==> src/rtl/gpio_irq_ctrl.sv <==
`default_nettype none
// ============================================================================
//  Module      : gpio_irq_ctrl
//  Description : GPIO input conditioning and interrupt stage. Registers the
//                sampled pin word, filters each input pin (optionally with a
//                per-pin debounce counter), detects rising/falling edges,
//                latches them into a write-1-to-clear pending register and
//                drives one registered interrupt line.
//                Optional feature macro: GPIO_IRQ_DEBOUNCE_EN
//                (defined -> per-pin debounce of DB_CYCLES cycles).
//  Revision    : 1.0 - initial release
// ============================================================================
module gpio_irq_ctrl #(
    parameter int WIDTH     = 32,
    parameter int DB_CYCLES = 4
) (
    input  logic             i_clk,
    input  logic             i_rst_n,
    input  logic [WIDTH-1:0] i_din,
    input  logic [WIDTH-1:0] i_ddir,
    input  logic [WIDTH-1:0] i_rise_en,
    input  logic [WIDTH-1:0] i_fall_en,
    input  logic [WIDTH-1:0] i_ien,
    input  logic [WIDTH-1:0] i_clr,
    input  logic             i_clr_we,
    output logic [WIDTH-1:0] o_level,
    output logic [WIDTH-1:0] o_pending,
    output logic             o_irq
);

    logic [WIDTH-1:0] raw_q;
    logic [WIDTH-1:0] flt_q;
    logic [WIDTH-1:0] flt_d;
    logic [WIDTH-1:0] evt;
    logic [WIDTH-1:0] pending_q;
    logic [WIDTH-1:0] pending_d;
    logic             prime_q;
    logic             armed_q;
    logic             irq_q;

    // Sample the pins and sequence arming. raw_q holds a genuine pin sample
    // only after the first edge, so the filter seeds straight from it for one
    // more edge; a pin held high through reset therefore never looks like an
    // edge.
    always_ff @(posedge i_clk or negedge i_rst_n) begin
        if (!i_rst_n) begin
            raw_q   <= '0;
            prime_q <= 1'b0;
            armed_q <= 1'b0;
        end else begin
            raw_q   <= i_din;
            prime_q <= 1'b1;
            armed_q <= prime_q;
        end
    end

`ifdef GPIO_IRQ_DEBOUNCE_EN
    localparam int            CW      = $clog2(DB_CYCLES);
    localparam logic [CW-1:0] CNT_MAX = CW'(DB_CYCLES - 1);

    logic [CW-1:0] cnt_q [WIDTH];
    logic [CW-1:0] cnt_d [WIDTH];

    // Debounce: an input pin takes a new level only after the sample has
    // disagreed with it for DB_CYCLES consecutive edges; output pins and the
    // unarmed pipeline follow the sample directly with the counter held at 0.
    always_comb begin
        flt_d = flt_q;
        for (int p = 0; p < WIDTH; p++) begin
            cnt_d[p] = '0;
            if (!armed_q || !i_ddir[p]) begin
                flt_d[p] = raw_q[p];
            end else if (raw_q[p] != flt_q[p]) begin
                if (cnt_q[p] == CNT_MAX) begin
                    flt_d[p] = raw_q[p];
                end else begin
                    cnt_d[p] = cnt_q[p] + CW'(1);
                end
            end
        end
    end

    // Debounce counter registers
    always_ff @(posedge i_clk or negedge i_rst_n) begin
        if (!i_rst_n) begin
            for (int p = 0; p < WIDTH; p++) begin
                cnt_q[p] <= '0;
            end
        end else begin
            for (int p = 0; p < WIDTH; p++) begin
                cnt_q[p] <= cnt_d[p];
            end
        end
    end
`else
    // The debounce length has no role when the filter is a plain register.
    logic [31:0] db_cycles_unused;
    assign db_cycles_unused = 32'(DB_CYCLES);

    // Without debounce the filter is a single register stage on every pin
    always_comb begin
        flt_d = raw_q;
    end
`endif

    // Edge events on armed input pins, then W1C pending with set winning
    always_comb begin
        evt = '0;
        if (armed_q) begin
            evt = i_ddir & (flt_d ^ flt_q) &
                  ((flt_d & i_rise_en) | (~flt_d & i_fall_en));
        end
        pending_d = (pending_q & ~(i_clr & {WIDTH{i_clr_we}})) | evt;
    end

    // Filtered level, pending and interrupt registers
    always_ff @(posedge i_clk or negedge i_rst_n) begin
        if (!i_rst_n) begin
            flt_q     <= '0;
            pending_q <= '0;
            irq_q     <= 1'b0;
        end else begin
            flt_q     <= flt_d;
            pending_q <= pending_d;
            irq_q     <= |(pending_q & i_ien);
        end
    end

    assign o_level   = flt_q;
    assign o_pending = pending_q;
    assign o_irq     = irq_q;

endmodule
`default_nettype wire

==> config.mk <==
export PLATFORM = sky130hd
export DESIGN_NAME = gpio_irq_ctrl
export DESIGN_NICKNAME = d
export VERILOG_FILES = /design/src/rtl/gpio_irq_ctrl.sv
export SDC_FILE = /design/constraint.sdc
export NUM_CORES = 1
export LEC_CHECK = 0
export ABC_AREA = 1
export ABC_CLOCK_PERIOD_IN_PS = 1600
export CAP_MARGIN = 20
export CORE_MARGIN = 1.5
export CORE_UTILIZATION = 39
export DETAILED_ROUTE_END_ITERATION = 10
export PLACE_DENSITY = 0.86
export SYNTH_ARGS = -nofsm -noshare
export SYNTH_HDL_FRONTEND = slang
export SYNTH_SLANG_ARGS = --single-unit
export TNS_END_PERCENT = 50
==> constraint.sdc <==
create_clock -name i_clk -period 1.6 [get_ports i_clk]
set_input_delay 0.24 -clock i_clk [delete_from_list [all_inputs] [get_ports i_clk]]
set_output_delay 0.24 -clock i_clk [all_outputs]
set_load 0.02 [all_outputs]
==> impl_results.md, run 1 <==
- First DRT Iteration DRCs: 151
- Nets: 860
- Most common cell in the netlist: nand2_1
- Die height: 104 µm
- Vias in the first global route: 4119
- Post-synth EDFFs: 0
- Layout cell share with drive strength beyond 1: 8.06%
- Syn nets: 588
- Yosys cell types: 10
- Core Util, Final: 70.5%
- Antenna violations before repair: 1
- DR vias/cell: 4.75
- Final ANT Viol Nets: 0
- Slowest stage delay, CP: 0.40 ns
- Synth top area share: 62.3%
- Core area: 9820 µm²
- Register area share after synthesis: 62.3%
- Post-Syn Area per Cell: 10.1 µm²
- Gpl congestion: 0.895
- Worst hold path class: input pin to flop
- DP HPWL: 10.7 mm
- Setup Viol. Count Final: 0
- Reg power frac: 47.9%
- Via count: 3813
- CTS tree: done
- Final Cycle Share: 85.4%
- First-pass GRT wire length: 20.7 mm
- Fillers: 749
- Cell Pwr Density: 868 nW/µm²
- Clock Latency Late Sink: 0.35 ns
- Switching share of power: 26.9%
- CP Cell Sequence: dlygate4sd2_1
- CP delay by family, top: flip-flops
- Top Ports: 260
- Fin. Hold Viols: 0
- Crit end category: primary output
- Post-CTS Setup Bufs: 0
- Worst vdd rail ir drop: 0.415 mV
- TritonRoute pass-1 iters: 4
- DP Worst Slack: 0.160 ns
- Combinational Power Share: 22.4%
- Critical path arrival: 1.13 ns
- FMAX: 732 MHz
- Critical Path Start Type: flop
- Synth Flop Type: dfrtp_1
- Fin crit period: 1.37 ns
- CTS H-tree lvls: 3
- Cell count after synthesis: 393
- Reg clk slew, reported paths: 0.09 ns
- Status: complete, no violations
- Grt ovf: 0
- Area leader, netlist: dfrtp_1
- Synth warn: 0
- Maximum fanout along the worst path: 3
- # DRC: 0
- P_int: 4.39 mW
- FP Rows: 36
- Flop and latch count out of synthesis: 99
- CP Data Required Time: 1.36 ns
- Setup TNS: 0 ns
- Clk_skew: 0.00780 ns
- Setup WS post-layout: 0.233 ns
- CTS sink cnt: 99
- WL/cell: 16.5 µm
- Initial core utilization: 40.5%
- TritonCTS Buffers: 9
- Number of max-cap violations: 0
- Synth async-reset ratio: 100%
- Mapped cell area: 3980 µm²
- Largest net degree at the start of global routing: 35
- Fin. max-slew vios: 0
- Synth area leaders: dfrtp_1, nand2_1, o21ai_2
- Max Root-Sink Buffers: 2
- WS Path Type: flop to primary output
- Die area: 10800 µm²
- LEAKAGE: 3.45 nW
- Final instance area: 6920 µm²
- Most frequent cells after synthesis: nand2_1, dfrtp_1, a21o_1, inv_1, nand4_1
- Placed Cells: 786
- GRT Total Usage: 24.7%
- DP Area: 6750 µm²
- Post-Layout Cell Count: 803
- PortBufs: 259
- RSZ-0062 raised after global routing: no
- Crit path buf inv count: 1
- Total length of routed wires: 13.3 mm
- Root Buffer: clkbuf_8
- Die X: 104 µm
- Clock group share of total power: 29.8%
- Sw Pwr: 1.61 mW
- Area added between synthesis and finish: 73.9%
- Slowest CP cell: dfrtp_1
- ANT cells: 0
power by group through the flow:
stage          logic [mW]  registers, mW  clock network (mW)
2_1_floorplan       0.312           3.08                   0
3_3_place_gp         1.42           2.91                   0
3_5_place_dp         1.45           2.93                   0
4_1_cts              1.36           2.87                1.83
5_1_grt              1.44           2.90                1.93
6_report             1.34           2.87                1.79
cells by family (layout without fill, tap and decap cells):
kind of cell,Yosys count,count (layout),share of synthesized area (%)
AOI/OAI and AO/OA,64,64,12.9
buffers and inverters,38,315,4.72
other,1,1,0.0942
and+or+nand+nor,191,191,20.0
DFF,99,99,62.3
worst paths after layout:
path                          startpoint      endpoint  slack, ns  cells past startpoint
max                          o_level[25]   o_level[25]       0.23                      1
min                             i_din[5]      flt_d[5]       0.31                      1
max reg2reg                o_pending[28]         o_irq       0.45                      6
min reg2reg                      prime_q       armed_q       0.36                      0
max in group asynchronous        i_rst_n     flt_d[23]       0.72                      3
min in group asynchronous        i_rst_n  o_pending[4]       0.34                      2
repair_timing:
| action | CTS | global route |
|---|---|---|
| hold endpoints to repair | 20 | 0 |
| setup endpoints to repair | 60 | 5 |
| resized for setup | 60 | 5 |
| pin swaps | 0 | 0 |
| hold buffers | 1 | 0 |
cell type report:
type / count / area, µm² / area share, %
Sequential cell: 99 / 2480 / 35.8
Multi-Input combinational cell: 256 / 1310 / 19.0
Clock buffer: 11 / 151 / 2.19
Clock inverter: 5 / 75.1 / 1.08
Timing Repair Buffer: 267 / 2620 / 37.8
Tap cell: 133 / 166 / 2.41
Inverter: 32 / 120 / 1.74
stage by stage:
step / power, mW / hold slack, ns
finish: 6.00 / 0.313
global route: 6.28 / 0.288
CTS: 6.06 / 0.294
detailed placement: 4.37 / 0.169
global placement: 4.33 / 0.164
floorplan: 3.39 / -0.0556
flip-flops by register name (all words and copies together), names as in the netlist:
register and cells:
o_irq 1, flt_d 32, o_level 32, o_pending 32, prime_q 1, armed_q 1
routing by layer:
layer  up-vias  global-route usage, %  wire, µm
li1       1823                      -         -
met1      1800                   26.2      4790
met2       165                   46.5      7220
met3        23                   6.45       961
met4         2                   9.13       282
met5         -                      0        10
cells in the final DEF, fill, tap and decap left out:
cell type        instances
nand2_1                149
inv_1                   32
buf_12                   2
bufinv_16                2
clkbuf_8                11
dlymetal6s2s_1           5
o21ai_2                 30
dlygate4sd3_1            1
nand4_1                 32
buf_4                    6
nor2_1                  10
o21ai_0                  2
dfrtp_1                 99
a21o_1                  32
clkdlybuf4s50_1        193
clkinv_2                 3
dlygate4sd2_1           60
conb_1                   1
Power figures use the tool's default switching activity.
==> run 2, diff against run 1 <==
CTS_BUF_LIST = sky130_fd_sc_hd__clkbuf_8 sky130_fd_sc_hd__clkbuf_16   (was unset)
==> results of run 2 <==
No change in the layout: final DEF, timing and power equal those of run 1.
